$ cat config.mk
export PLATFORM = sky130hd
export DESIGN_NAME = memory_arbiter
export DESIGN_NICKNAME = d
export VERILOG_FILES = /design/src/rtl/mem_arb_pkg.sv /design/src/rtl/arb_grant_sel.sv /design/src/rtl/memory_arbiter.sv
export SDC_FILE = /design/constraint.sdc
export NUM_CORES = 1
export LEC_CHECK = 0
export ABC_CLOCK_PERIOD_IN_PS = 2100
export CAP_MARGIN = 25
export CORE_MARGIN = 1.5
export CORE_UTILIZATION = 38
export DETAILED_ROUTE_END_ITERATION = 8
export PLACE_DENSITY = 0.81
export SLEW_MARGIN = 20
export SYNTH_ARGS = -nofsm -noshare
export SYNTH_HDL_FRONTEND = slang
export SYNTH_HIERARCHICAL = 1
export SYNTH_SLANG_ARGS = --single-unit
$ cat constraint.sdc
create_clock -name clk -period 2.1 [get_ports clk]
set_input_delay 0.42 -clock clk [delete_from_list [all_inputs] [get_ports clk]]
set_output_delay 0.42 -clock clk [all_outputs]
set_load 0.02 [all_outputs]
$ cat src/rtl/mem_arb_pkg.sv
// Shared types and constants for the two-port memory arbiter.
// Latency: n/a (declarations only).
// Backpressure: n/a (declarations only).
package mem_arb_pkg;

  typedef enum logic [1:0] {
    ST_IDLE = 2'd0,
    ST_BUSY = 2'd1,
    ST_RESP = 2'd2
  } state_e;

  // Port ids: instruction fetch and load/store unit
  localparam logic PORT_IF = 1'b0;
  localparam logic PORT_LS = 1'b1;

  // Operation encoding held in the latched request
  localparam logic OP_RD = 1'b0;
  localparam logic OP_WR = 1'b1;

  // Latched request forwarded to the memory while BUSY
  typedef struct packed {
    logic        id;
    logic        op;
    logic [31:0] addr;
    logic [31:0] wdata;
  } req_t;

  // A port asserting both read and write is treated as a write
  function automatic logic decode_op(input logic wr_en);
    return wr_en ? OP_WR : OP_RD;
  endfunction

endpackage

$ cat src/rtl/arb_grant_sel.sv
// Combinational winner pick between the fetch port and the load/store port.
// Latency: zero cycles, pure combinational.
// Backpressure: none; the caller samples the grant only while idle.
// Build option ARB_ROUND_ROBIN_EN: contention goes to the port holding priority.
module arb_grant_sel
  import mem_arb_pkg::*;
(
  input  logic req0_i,
  input  logic req1_i,
`ifdef ARB_ROUND_ROBIN_EN
  input  logic prio_i,
`endif
  output logic gnt_vld_o,
  output logic gnt_id_o
);

  // Winner selection; a lone requester always wins
  always_comb begin
    gnt_vld_o = req0_i | req1_i;
    gnt_id_o  = PORT_IF;
    if (req0_i && req1_i) begin
`ifdef ARB_ROUND_ROBIN_EN
      gnt_id_o = prio_i;
`else
      gnt_id_o = PORT_LS;
`endif
    end else if (req1_i) begin
      gnt_id_o = PORT_LS;
    end
  end

endmodule

$ cat src/rtl/memory_arbiter.sv
// Shares one single-port data memory between fetch (port 0) and load/store (port 1).
// Latency: with a combinational memory ack, the ack comes 2 cycles after the idle sample.
// Backpressure: requests are held as levels; the loser simply waits for the next idle cycle.
// Build option ARB_ROUND_ROBIN_EN: alternate on contention, otherwise port 1 always wins.
module memory_arbiter
  import mem_arb_pkg::*;
#(
  parameter int TIMEOUT_CYCLES = 16
) (
  input  logic        clk,
  input  logic        rst,
  input  logic        m0_rd_en_i,
  input  logic        m0_wr_en_i,
  input  logic [31:0] m0_addr_i,
  input  logic [31:0] m0_data_i,
  output logic [31:0] m0_data_o,
  output logic        m0_ack_o,
  input  logic        m1_rd_en_i,
  input  logic        m1_wr_en_i,
  input  logic [31:0] m1_addr_i,
  input  logic [31:0] m1_data_i,
  output logic [31:0] m1_data_o,
  output logic        m1_ack_o,
  output logic        mem_rd_en_o,
  output logic        mem_wr_en_o,
  output logic [31:0] mem_addr_o,
  output logic [31:0] mem_data_o,
  input  logic [31:0] mem_data_i,
  input  logic        mem_ack_i,
  output logic        err_o
);

  localparam int CW = (TIMEOUT_CYCLES > 1) ? $clog2(TIMEOUT_CYCLES) : 1;
  localparam logic [CW-1:0] CNT_LAST = CW'(TIMEOUT_CYCLES - 1);

  state_e        state_q, state_d;
  req_t          req_q, req_d;
  logic [CW-1:0] cnt_q, cnt_d;
  logic [31:0]   resp_q, resp_d;
  logic          err_q, err_d;
  logic          gnt_vld, gnt_id;
`ifdef ARB_ROUND_ROBIN_EN
  logic          prio_q, prio_d;
`endif

  arb_grant_sel u_grant_sel (
    .req0_i    (m0_rd_en_i | m0_wr_en_i),
    .req1_i    (m1_rd_en_i | m1_wr_en_i),
`ifdef ARB_ROUND_ROBIN_EN
    .prio_i    (prio_q),
`endif
    .gnt_vld_o (gnt_vld),
    .gnt_id_o  (gnt_id)
  );

  // Next-state: latch the winner in IDLE, wait for ack or timeout in BUSY, pulse in RESP
  always_comb begin
    state_d = state_q;
    req_d   = req_q;
    cnt_d   = cnt_q;
    resp_d  = resp_q;
    err_d   = err_q;
`ifdef ARB_ROUND_ROBIN_EN
    prio_d  = prio_q;
`endif
    case (state_q)
      ST_IDLE: begin
        cnt_d = '0;
        if (gnt_vld) begin
          req_d.id = gnt_id;
          if (gnt_id == PORT_LS) begin
            req_d.op    = decode_op(m1_wr_en_i);
            req_d.addr  = m1_addr_i;
            req_d.wdata = m1_data_i;
          end else begin
            req_d.op    = decode_op(m0_wr_en_i);
            req_d.addr  = m0_addr_i;
            req_d.wdata = m0_data_i;
          end
          err_d   = 1'b0;
          state_d = ST_BUSY;
`ifdef ARB_ROUND_ROBIN_EN
          // Priority passes to the port that did not just win
          prio_d  = ~gnt_id;
`endif
        end
      end
      ST_BUSY: begin
        cnt_d = cnt_q + CW'(1);
        // Ack takes precedence over a timeout landing in the same cycle
        if (mem_ack_i) begin
          resp_d  = (req_q.op == OP_RD) ? mem_data_i : 32'h0;
          err_d   = 1'b0;
          state_d = ST_RESP;
        end else if (cnt_q == CNT_LAST) begin
          resp_d  = 32'h0;
          err_d   = 1'b1;
          state_d = ST_RESP;
        end
      end
      ST_RESP: begin
        state_d = ST_IDLE;
      end
      default: begin
        state_d = ST_IDLE;
      end
    endcase
  end

  // State and datapath registers; reset aborts any transaction in flight
  always_ff @(posedge clk) begin
    if (rst) begin
      state_q <= ST_IDLE;
      req_q   <= '0;
      cnt_q   <= '0;
      resp_q  <= 32'h0;
      err_q   <= 1'b0;
`ifdef ARB_ROUND_ROBIN_EN
      prio_q  <= PORT_LS;
`endif
    end else begin
      state_q <= state_d;
      req_q   <= req_d;
      cnt_q   <= cnt_d;
      resp_q  <= resp_d;
      err_q   <= err_d;
`ifdef ARB_ROUND_ROBIN_EN
      prio_q  <= prio_d;
`endif
    end
  end

  // Outputs decode registered state only; memory sees the latched request
  always_comb begin
    mem_rd_en_o = (state_q == ST_BUSY) && (req_q.op == OP_RD);
    mem_wr_en_o = (state_q == ST_BUSY) && (req_q.op == OP_WR);
    mem_addr_o  = req_q.addr;
    mem_data_o  = req_q.wdata;
    m0_ack_o    = (state_q == ST_RESP) && (req_q.id == PORT_IF);
    m1_ack_o    = (state_q == ST_RESP) && (req_q.id == PORT_LS);
    err_o       = (state_q == ST_RESP) && err_q;
    m0_data_o   = resp_q;
    m1_data_o   = resp_q;
  end

endmodule

---- After elaboration in Yosys (flattened, before gate mapping) ----
Cells that the tools add are included.
storage, ports and cells
  flip-flop bits (word level) ............. 105
  input port bits ......................... 167
  output and inout bits ................... 133
  word-level logic and storage cells ...... 49
cells by class
  $add $sub $neg .......................... 1
  eq/ne operators ......................... 5
  mux-type cells .......................... 17
  bitwise gates (word level) .............. 5
  reductions and logical operators ........ 13
operators with widths
  kind                                            count
  two-way mux 32 bit                              3
  two-way mux 65 bit                              1
  one-hot mux 4 bit (2 select lines)              1
  two-way mux 1 bit                               7
  logical AND 1 bit                               6
  two-way mux 2 bit                               3
  AND reduction 2 bit                             3
  adder 4 x 1 -> 4 bit (second input constant)    1
  == test 4 bit (second input constant)           1
  one-hot mux 2 bit (2 select lines)              1
  nonzero test 2 bit                              2
  != test 3 bit (second input constant)           1
  bitwise OR 1 bit                                3
  AND reduction 3 bit                             1
  == test 2 x 1 -> 1 bit (second input constant)  1
  == test 2 bit (second input constant)           1
  zero test 2 bit                                 1
  != test 2 bit (second input constant)           1
  NOT 1 bit                                       2
  one-hot mux 1 bit (2 select lines)              1

---- Longest topological paths before layout ----
Gate-level depths: netlist (run 1).
  word-level depth ........................ 4
  gate-level depth with buffers ........... 7
  mapped depth without buffers ............ 5

---- Hierarchy ----
Netlist (run 1), hierarchy kept.
by module, submodules not included
  module          instances  cells an instance  area an instance (um^2)
  memory_arbiter  1          503                4951.0
  arb_grant_sel   1          2                  10.0

---- Worst setup path after synthesis (run 1) ----
Ideal clock, no wire load.
  kind .................................... input port to flip-flop
  start point ............................. input m1_wr_en_i
  end point ............................... register state_q[0]
  arrival ................................. 1.567 ns
  path slack .............................. 0.405 ns
  stages on the path ...................... 7
  path through ............................ or2_2 or2_1 nor3b_4 buf_4 buf_2 a21oi_1 nor2_1
between the ends
  word-level cells in the longest chain between the ends .. 4
RTL lines
  element                               line                   RTL
  from (decl)                           memory_arbiter.sv:19   input logic m1_wr_en_i,
  bitwise OR 1 bit                      memory_arbiter.sv:48   .req1_i (m1_rd_en_i | m1_wr_en_i),
  bitwise OR 1 bit                      arb_grant_sel.sv:19    gnt_vld_o = req0_i | req1_i;
  net gnt_vld                           memory_arbiter.sv:41   logic gnt_vld, gnt_id;
  != test 2 bit (no source line)        --
  AND reduction 2 bit (no source line)  --
  to (signal assigned)                  memory_arbiter.sv:122  state_q <= state_d;
  to (decl)                             memory_arbiter.sv:36   state_e state_q, state_d;
The timed path passes the listed nets, and every way through them passes these cells.
A chain may end at the register's enable or synchronous reset.

---- Worst setup path in the final report (run 1) ----
  start point ............................. input m1_wr_en_i
  end point ............................... register req_q (netlist bit mem_data_o[7])
between the ends
  word-level cells in the longest chain between the ends .. 4
  elaborated cells on any way between the ends .. 7
RTL lines
  element                                                 line                                      RTL
  bitwise OR 1 bit (*)                                    memory_arbiter.sv:48
  two-way mux 1 bit or logical AND 1 bit (tied branches)  arb_grant_sel.sv:27, arb_grant_sel.sv:21
  two-way mux 1 bit                                       arb_grant_sel.sv:21                       if (req0_i && req1_i) begin
  two-way mux 65 bit                                      memory_arbiter.sv:71                      if (gnt_id == PORT_LS) begin
  to (signal assigned)                                    memory_arbiter.sv:123                     req_q <= req_d;
  to (decl)                                               memory_arbiter.sv:37                      req_t req_q, req_d;
Every way passes the cells marked *; elsewhere a longest branch is shown, timed or not.

==> results.yml, run 1 <==
outcome:
  status: "complete, no violations"
yosys:
  synthFlopType: "dfxtp_1"
  synth_nets: 673
  netlist_area_mm2: 0.00496
  synth_top_area_share_pct: 42.4
  synth_cells: 505
  synth.most_common_cell: "dfxtp_1"
  ys_ff_latch: 105
  synth-edff-count: 0
  synth_top_area_cell: "dfxtp_1"
  async_reset_ff_share_pct: 0
  synth_common_cells: "dfxtp_1 (105), buf_4 (102), nor2_1 (70)"
  yosysUniqueCellTypes: 31
  yosysSeqAreaShare_pct: 42.4
  synth_area_leaders: "dfxtp_1 (42%), buf_4 (15%), mux2i_1 (14%)"
  ys_warn_count: 6
  postSynthAreaPerCell_um2: 9.82
die:
  die_h_um: 117
  die_area_mm2: 0.0137
  core_area_mm2: 0.0127
  start_util_pct: 39.2
  die_w_um: 117
  pin_count: 300
  row_count: 41
power:
  power_density_mw_per_mm2: 733
  p_comb_share_pct: 27.6
  power_mw: 5.68
  power_switching_mw: 1.59
  clkPwrFrac_pct: 32.0
  vdd_drop_max_mv: 0.376
  intPower_mw: 4.08
  p_leak_nw: 3.23
  p_seq_share_pct: 40.4
  swShare_pct: 28.0
cells_and_area:
  seq_area_mm2: 0.00210
  drive_gt1_share_pct: 5.56
  multi_input_comb_area_mm2: 0.00194
  fill_cells: 1044
  area_growth_pct: 56.1
  diodes: 0
  layout.nets: 864
  fin_cells: 873
worst_setup_path:
  worstPathRequired_ps: 2350
  rr_endpoint: "m0_data_o[27]"
  timing.rr.start: "cnt_q[0]"
  cp_max_fo: 66
  worstSetupEndpointType: "flop"
  critPathKind: "input pin to flop"
  startpoint: "m1_wr_en_i"
  rr_worst_depth: 4
  cp-start-kind: "input pin"
  regToRegSetupSlack_ps: 300
  crit_path_end: "mem_data_o[7]"
  critical_path_arrival_ps: 2190
global_routing:
  grt_pass1_vias: 4099
  grt_overflow: 0
  grt_pass1_wl_um: 20400
  track_usage_pct: 19.5
  grt_max_degree: 67
  antenna_found_initial: 0
drt:
  drt_iter0_drc: 170
  routed.top_layer: "met4"
  drt_first_pass_iters: 4
  route.met3.wl_um: 1270
  met2WireLength_um: 7450
  vias: 4198
  drt.antenna.violating_nets: 0
  wl_met1_um: 5110
  wl_per_cell_um: 16.3
  drc: 0
  finalWirelength_um: 14200
  vias_per_cell: 4.81
sta:
  finalCriticalPeriod_ps: 1950
  timing.fmax_mhz: 514
  worst_slew_pin_slew_ps: 808
  whs_ps: 498
  fin_setup_tns_ps: 0
  drv_slew: 0
  period_share_pct: 92.7
  finalSetupViolations: 0
  relSlewSlack_pct: 46.1
  hold_viol: 0
  rsz0062_at_grt: "false"
  worst_clock_skew_ps: 7.51
clocking:
  numCtsBuffers: 9
  cts_root_buf: "clkbuf_16"
  clk_pin_slew_ps: 70
  clk_latency_ps: 350
  htree_levels: 3
  clock_sinks: 105
  cts_buffer_depth: 2
  cts_tree: "built"
flow_run:
  max_cap_viol_count: 0
worst_hold_path:
  min_path_cells: 2
  hp-class: "flop to flop"
place:
  place_hpwl_um: 10800
  gp_congestion: 0.706
  dpl.cell_count: 855
  port_buffers: 299
## state kept, by name (all words and copies together) (netlist names)
| register | count |
|---|---|
| cnt_q | 4 |
| err_q | 1 |
| m0_data_o | 32 |
| mem_addr_o | 32 |
| mem_data_o | 32 |
| req_q | 2 |
| state_q | 2 |
## stage by stage
step	setup WS [ps]	area (µm²)	util, %
global placement	-289	7390	58.3
finish	153	7750	61.1
global route	58.1	7750	61.1
CTS	9.13	7720	60.9
detailed placement	-410	7390	58.3
floorplan	405	4960	-
## how the worst min path moves through the flow
| stage | startpoint | to |
|---|---|---|
| 6_report | mem_addr_o[9] | mem_addr_o[9] |
| 3_3_place_gp | m0_data_o[24] | m0_data_o[24] |
| 4_1_cts | mem_addr_o[9] | mem_addr_o[9] |
| 2_1_floorplan | req_q[65] | req_q[65] |
| 3_5_place_dp | mem_addr_o[9] | mem_addr_o[9] |
| 5_1_grt | mem_addr_o[21] | mem_addr_o[21] |
## critical path, stage by stage
cell and delay, ps:
clkdlybuf4s50_1 480, or2_4 130, buf_6 610, mux2i_1 200, a211oi_1 300
## timing repair
| action | in CTS | in global routing |
|---|---|---|
| setup buffers | 0 | 2 |
| resized for setup | 6 | 1 |
| endpoints found under the hold margin | 0 | 0 |
| hold buffers | 0 | 0 |
| setup endpoints to repair | 13 | 65 |
## cell type report
class | instances | share of cell area, %
clock buffer | 9 | 2.91
multi-input combinational | 265 | 25.0
sequential | 105 | 27.2
timing repair buffer | 315 | 40.8
tap | 172 | 2.78
clock inverter | 7 | 1.34
## power groups by stage
stage,Clock (mW),Sequential (mW),Combinational [mW]
floorplan,0,2.34,0.941
global placement,0,2.32,1.53
detailed placement,0,2.34,1.56
CTS,1.87,2.29,1.56
global route,1.94,2.31,1.67
finish,1.82,2.29,1.56
## placed cells by master, fill, tap and decap left out, types with 4 or more instances in the layout
master	synthesis	final
clkdlybuf4s50_1	0	293
dfxtp_1	105	104
buf_12	0	4
a22o_1	32	32
clkbuf_16	0	9
buf_4	102	11
mux2i_1	67	67
nor2_1	70	70
dlygate4sd2_1	0	4
a211oi_1	65	65
## routing by layer
layer | GRT usage (%) | up-vias
met1 | 19.5 | 1910
met4 | 9.16 | 0
met5 | 0 | -
met3 | 5.87 | 24
met2 | 36.9 | 187
li1 | - | 2077
## logic make-up (layout without fill, tap and decap cells)
kind of cell,count (synthesis),count (layout),share of synthesized area (%)
buf+inv,135,331,18.6
compound gates,107,107,16.9
flops,105,105,42.4
simple gates,90,90,8.37
mux,67,67,13.5
fa+ha+maj,1,1,0.252
Note: power is estimated with default switching activity, not from simulation.
==> run 2: changes to the inputs <==
Settings changed: CORE_MARGIN 1.5 to 10.
==> run 2 against run 1 <==
Die area grew 31%. Critical path depth decreased by 3. Cell count is 0.34% lower. Routed wire length up 15%. Setup slack worse by 70 ps. Fmax is 3.5% lower. Clock skew fell by 3.5 ps. Critical endpoint is now err_o. Global-route usage fell by 2.1 points. Largest power group unchanged. Highest routed layer unchanged.
==> results.yml, run 2 (same netlist as run 1, synthesis figures left out) <==
clocking:
  postCtsSetupBuffers: 0
  cts.hold.buffers_added: 0
  cts_tree: "built"
  cts_root_buf: "clkbuf_16"
  cts_buffer_depth: 2
  clk_latency_ps: 340
  clk_pin_slew_ps: 60
  htree_levels: 3
  clock_sinks: 105
  numCtsBuffers: 9
global_routing:
  grt_use_met2_pct: 31.8
  grt_pass1_wl_um: 25200
  busiest_layer: "met2"
  grt_max_degree: 66
  grt_pass1_vias: 4471
  antenna_found_initial: 1
  track_usage_pct: 17.4
  grt_overflow: 0
  grt.met1_usage_pct: 17.1
  use_met3_pct: 8.55
drt:
  wl_per_cell_um: 18.8
  drc: 0
  drt_iter0_drc: 178
  vias_per_cell: 4.85
  drt.antenna.violating_nets: 0
  vias: 4222
  drt_first_pass_iters: 4
  finalWirelength_um: 16400
sta:
  hold_viol: 0
  relSlewSlack_pct: 49.2
  timing.fmax_mhz: 496
  whs_ps: 399
  period_share_pct: 96.0
  finalSetupViolations: 0
  worst_clock_skew_ps: 3.97
  worst_slew_pin_slew_ps: 761
  finalCriticalPeriod_ps: 2020
  rsz0062_at_grt: "false"
  drv_slew: 0
  fin_setup_tns_ps: 0
worst_setup_path:
  rr_worst_depth: 4
  cp_max_fo: 12
  timing.rr.start: "cnt_q[0]"
  worstPathRequired_ps: 1680
  cp-start-kind: "flop"
  rr_endpoint: "m0_data_o[29]"
  critical_path_arrival_ps: 1600
  worstSetupEndpointType: "output pin"
  critPathKind: "flop to output pin"
  regToRegSetupSlack_ps: 300
die:
  die_area_mm2: 0.0180
  core_area_mm2: 0.0127
  start_util_pct: 39.0
  row_count: 41
  die_w_um: 134
  pin_count: 300
  die_h_um: 134
flow_run:
  max_cap_viol_count: 0
cells_and_area:
  final_cell_mix: "clkdlybuf4s50_1 (294), dfxtp_1 (104), nor2_1 (70), mux2i_1 (67), a211oi_1 (65)"
  drive_gt1_share_pct: 4.73
  layout.nets: 861
  fill_cells: 1082
  final_common_cell: "clkdlybuf4s50_1"
  area_growth_pct: 54.6
  finish.utilization_pct: 60.3
  fin_cells: 870
place:
  place_hpwl_um: 13300
  dpl.cell_count: 854
  gp_congestion: 0.793
  port_buffers: 299
power:
  power_mw: 5.38
  p_leak_nw: 3.19
  vdd_drop_max_mv: 0.495
  power_density_mw_per_mm2: 701
worst_hold_path:
  min_path_cells: 2
  hold_start: "rst"
  worstHoldEndpoint: "state_q[0]"
  hp-class: "input pin to flop"
outcome:
  status: "complete, no violations"
-- run 2: changes by cell type in the layout (fill, tap and decap cells not counted), sizes merged --
cell	before	now
diode	0	1
inv	1	0
clkbuf	9	12
dlygate4sd2	4	3
clkdlybuf4s50	293	294
clkinvlp	2	1
bufinv	2	0
buf	17	14
-- run 2: how the worst max path moves through the flow --
stage,startpoint,endpoint,depth (start not counted)
floorplan,m1_wr_en_i,state_q[0],7
global placement,m1_wr_en_i,req_q[65],7
detailed placement,m1_wr_en_i,mem_data_o[14],7
CTS,state_q[1],m1_ack_o,2
global route,state_q[1],err_o,2
finish,state_q[1],err_o,2
-- run 2: what timing repair did --
action | 4_1_cts | 5_1_grt
pin swaps | 0 | 0
gates resized for setup | 4 | 1
endpoints found under the setup margin | 5 | 1
-- run 2: stage by stage --
| step | instance area (µm²) | worst slack (ps) |
|---|---|---|
| 2_1_floorplan | 4960 | 405 |
| 3_3_place_gp | 7400 | -103 |
| 3_5_place_dp | 7400 | -167 |
| 4_1_cts | 7670 | 43.5 |
| 5_1_grt | 7670 | 17.2 |
| 6_report | 7670 | 83.2 |
-- run 2: final cells by class --
type / count / area (µm²) / area share, %
diodes: 1 / 2.50 / 0.0326
clock buffers: 12 / 246 / 3.21
clock inverters: 3 / 17.5 / 0.228
multi-input cells: 265 / 1940 / 25.3
flip-flops and latches: 105 / 2100 / 27.4
well taps: 172 / 215 / 2.81
repair buffers: 312 / 3150 / 41.0
-- run 2: worst max-delay path, stage by stage, from the launching register on --
cell             delay [ps]
dfxtp_2                 430
and3b_1                 180
clkdlybuf4s50_1         650
-- run 2: report_power, final --
| part | switching [mW] | internal, mW | total (mW) |
|---|---|---|---|
| registers | 0.112 | 2.18 | 2.29 |
| clock network | 0.684 | 0.826 | 1.51 |
| logic | 0.735 | 0.840 | 1.57 |
| total | 1.53 | 3.85 | 5.38 |
-- run 2: per-layer routing --
layer / wire length [µm] / vias to the layer above
met5: 0 / -
met4: 267 / 0
met3: 1610 / 24
met2: 8520 / 185
met1: 5980 / 1947
li1: - / 2066
==> run 3: changes to the inputs <==
Settings changed: ABC_CLOCK_PERIOD_IN_PS 2100 to 2300, CAP_MARGIN 25 to 20.
Clock period 2.1 ns to 2.3 ns, I/O delays scaled along.
==> run 3 against run 2 <==
Sequential power down 8.7%. Flip-flop and latch count unchanged. First-iteration DRC count fell by 30%. Core utilization decreased by 0.23 points. Hold slack better by 39 ps. Global-route usage barely moved. Largest power group unchanged. Highest routed layer unchanged.
==> results.yml, run 3 (same netlist as run 1, synthesis figures left out) <==
outcome:
  status: "complete, no violations"
power:
  clkPwrFrac_pct: 29.1
  intPower_mw: 3.51
  p_seq_share_pct: 42.1
  swShare_pct: 29.2
  p_comb_share_pct: 28.8
  power_mw: 4.96
  p_leak_nw: 3.16
  power_density_mw_per_mm2: 650
  power_switching_mw: 1.45
  vdd_drop_max_mv: 0.435
cells_and_area:
  finish.instance_area_mm2: 0.00764
  drive_gt1_share_pct: 4.62
  layout.nets: 856
  fill_cells: 1083
  finish.utilization_pct: 60.1
  final_common_cell: "clkdlybuf4s50_1"
  final_cell_mix: "clkdlybuf4s50_1 (296), dfxtp_1 (104), nor2_1 (70), mux2i_1 (67), a211oi_1 (65)"
  area_growth_pct: 54.0
die:
  pin_count: 300
  row_count: 41
  start_util_pct: 39.0
  core_area_mm2: 0.0127
  die_w_um: 134
  die_area_mm2: 0.0180
  die_h_um: 134
worst_setup_path:
  critical_path_arrival_ps: 1760
  worstSetupEndpointType: "output pin"
  cp-start-kind: "flop"
  cp_max_fo: 6
  worstPathRequired_ps: 1840
  critPathKind: "flop to output pin"
drt:
  wl_met1_um: 5950
  drc: 0
  routed.top_layer: "met4"
  drt.antenna.violating_nets: 0
  met2WireLength_um: 8680
  drt_iter0_drc: 125
  wl_per_cell_um: 19.0
  route.met3.wl_um: 1520
  vias_per_cell: 4.90
  vias: 4241
  drt_first_pass_iters: 4
  finalWirelength_um: 16400
clocking:
  cts_buffer_depth: 2
  clk_latency_ps: 350
  cts_tree: "built"
  postCtsSetupBuffers: 0
  cts.hold.buffers_added: 0
  numCtsBuffers: 9
  cts_root_buf: "clkbuf_16"
  clk_pin_slew_ps: 70
  clock_sinks: 105
  htree_levels: 3
sta:
  finalSetupViolations: 0
  finalCriticalPeriod_ps: 2220
  worst_slew_pin_slew_ps: 742
  drv_slew: 0
  worst_clock_skew_ps: 5.35
  timing.fmax_mhz: 451
  relSlewSlack_pct: 50.5
  hold_viol: 0
  period_share_pct: 96.3
  rsz0062_at_grt: "false"
global_routing:
  antenna_found_initial: 1
  grt_max_degree: 67
  grt_overflow: 0
  track_usage_pct: 17.4
  grt_pass1_vias: 4513
  grt_pass1_wl_um: 25000
place:
  placed_cell_area_mm2: 0.00735
  place_hpwl_um: 13300
  gp_congestion: 0.798
  port_buffers: 299
flow_run:
  max_cap_viol_count: 0
worst_hold_path:
  hp-class: "input pin to flop"
run 3: cell count changes in the layout (fill, tap and decap cells not counted), sizes merged:
cell / change
dlygate4sd2: -2
inv: +1
clkdlybuf4s50: +2
buf: -5
clkbuf: -2
clkinvlp: +2
run 3: critical path, stage by stage, from the launching register on:
cell and delay [ps]:
dfxtp_1 420, buf_4 180, nand2b_1 70, nor2_1 80, clkdlybuf4s50_1 650
run 3: layer usage:
layer / GRT usage (%) / vias to the layer above
met5: 0 / -
met4: 5.62 / 0
met3: 7.51 / 14
met2: 32.4 / 174
met1: 16.8 / 1987
li1: - / 2066
run 3: path summary, 6_finish.rpt:
kind                  startpoint             end  slack, ps  cells after the start
setup reg to reg        cnt_q[0]    m0_data_o[6]        440                      4
hold / removal               rst        cnt_q[0]        440                      2
setup / recovery      state_q[0]     mem_rd_en_o         80                      4
hold reg to reg   mem_data_o[30]  mem_data_o[30]        500                      2
run 3: final cells by class:
class | instances | area (µm²) | area share [%]
repair buffers | 307 | 3100 | 40.6
multi-input cells | 265 | 1940 | 25.4
clock buffers | 10 | 239 | 3.13
clock inverters | 6 | 41.3 | 0.540
diodes | 1 | 2.50 | 0.0327
well taps | 172 | 215 | 2.82
flip-flops and latches | 105 | 2100 | 27.5
run 3: what timing repair did:
item	in CTS	in global routing
endpoints found under the hold margin	0	0
setup endpoints to repair	2	1
gates resized for setup	3	1
run 3: through the flow:
stage                     TNS (ps)  std cells  setup WS, ps  hold slack, ps
final                            0        866          84.8             438
after floorplan                  0        505           565             477
after CTS                        0        865          17.0             429
after global placement           0        849          54.7             484
after global routing             0        866          25.3             433
after detailed placement      -388        849         -71.3             488
run 3: power groups by stage:
stage | registers (mW) | clock network (mW) | logic [mW]
final | 2.09 | 1.44 | 1.43
after global routing | 2.11 | 1.57 | 1.53
after CTS | 2.09 | 1.49 | 1.45
after detailed placement | 2.13 | 0 | 1.45
after global placement | 2.12 | 0 | 1.41
after floorplan | 2.14 | 0 | 0.859
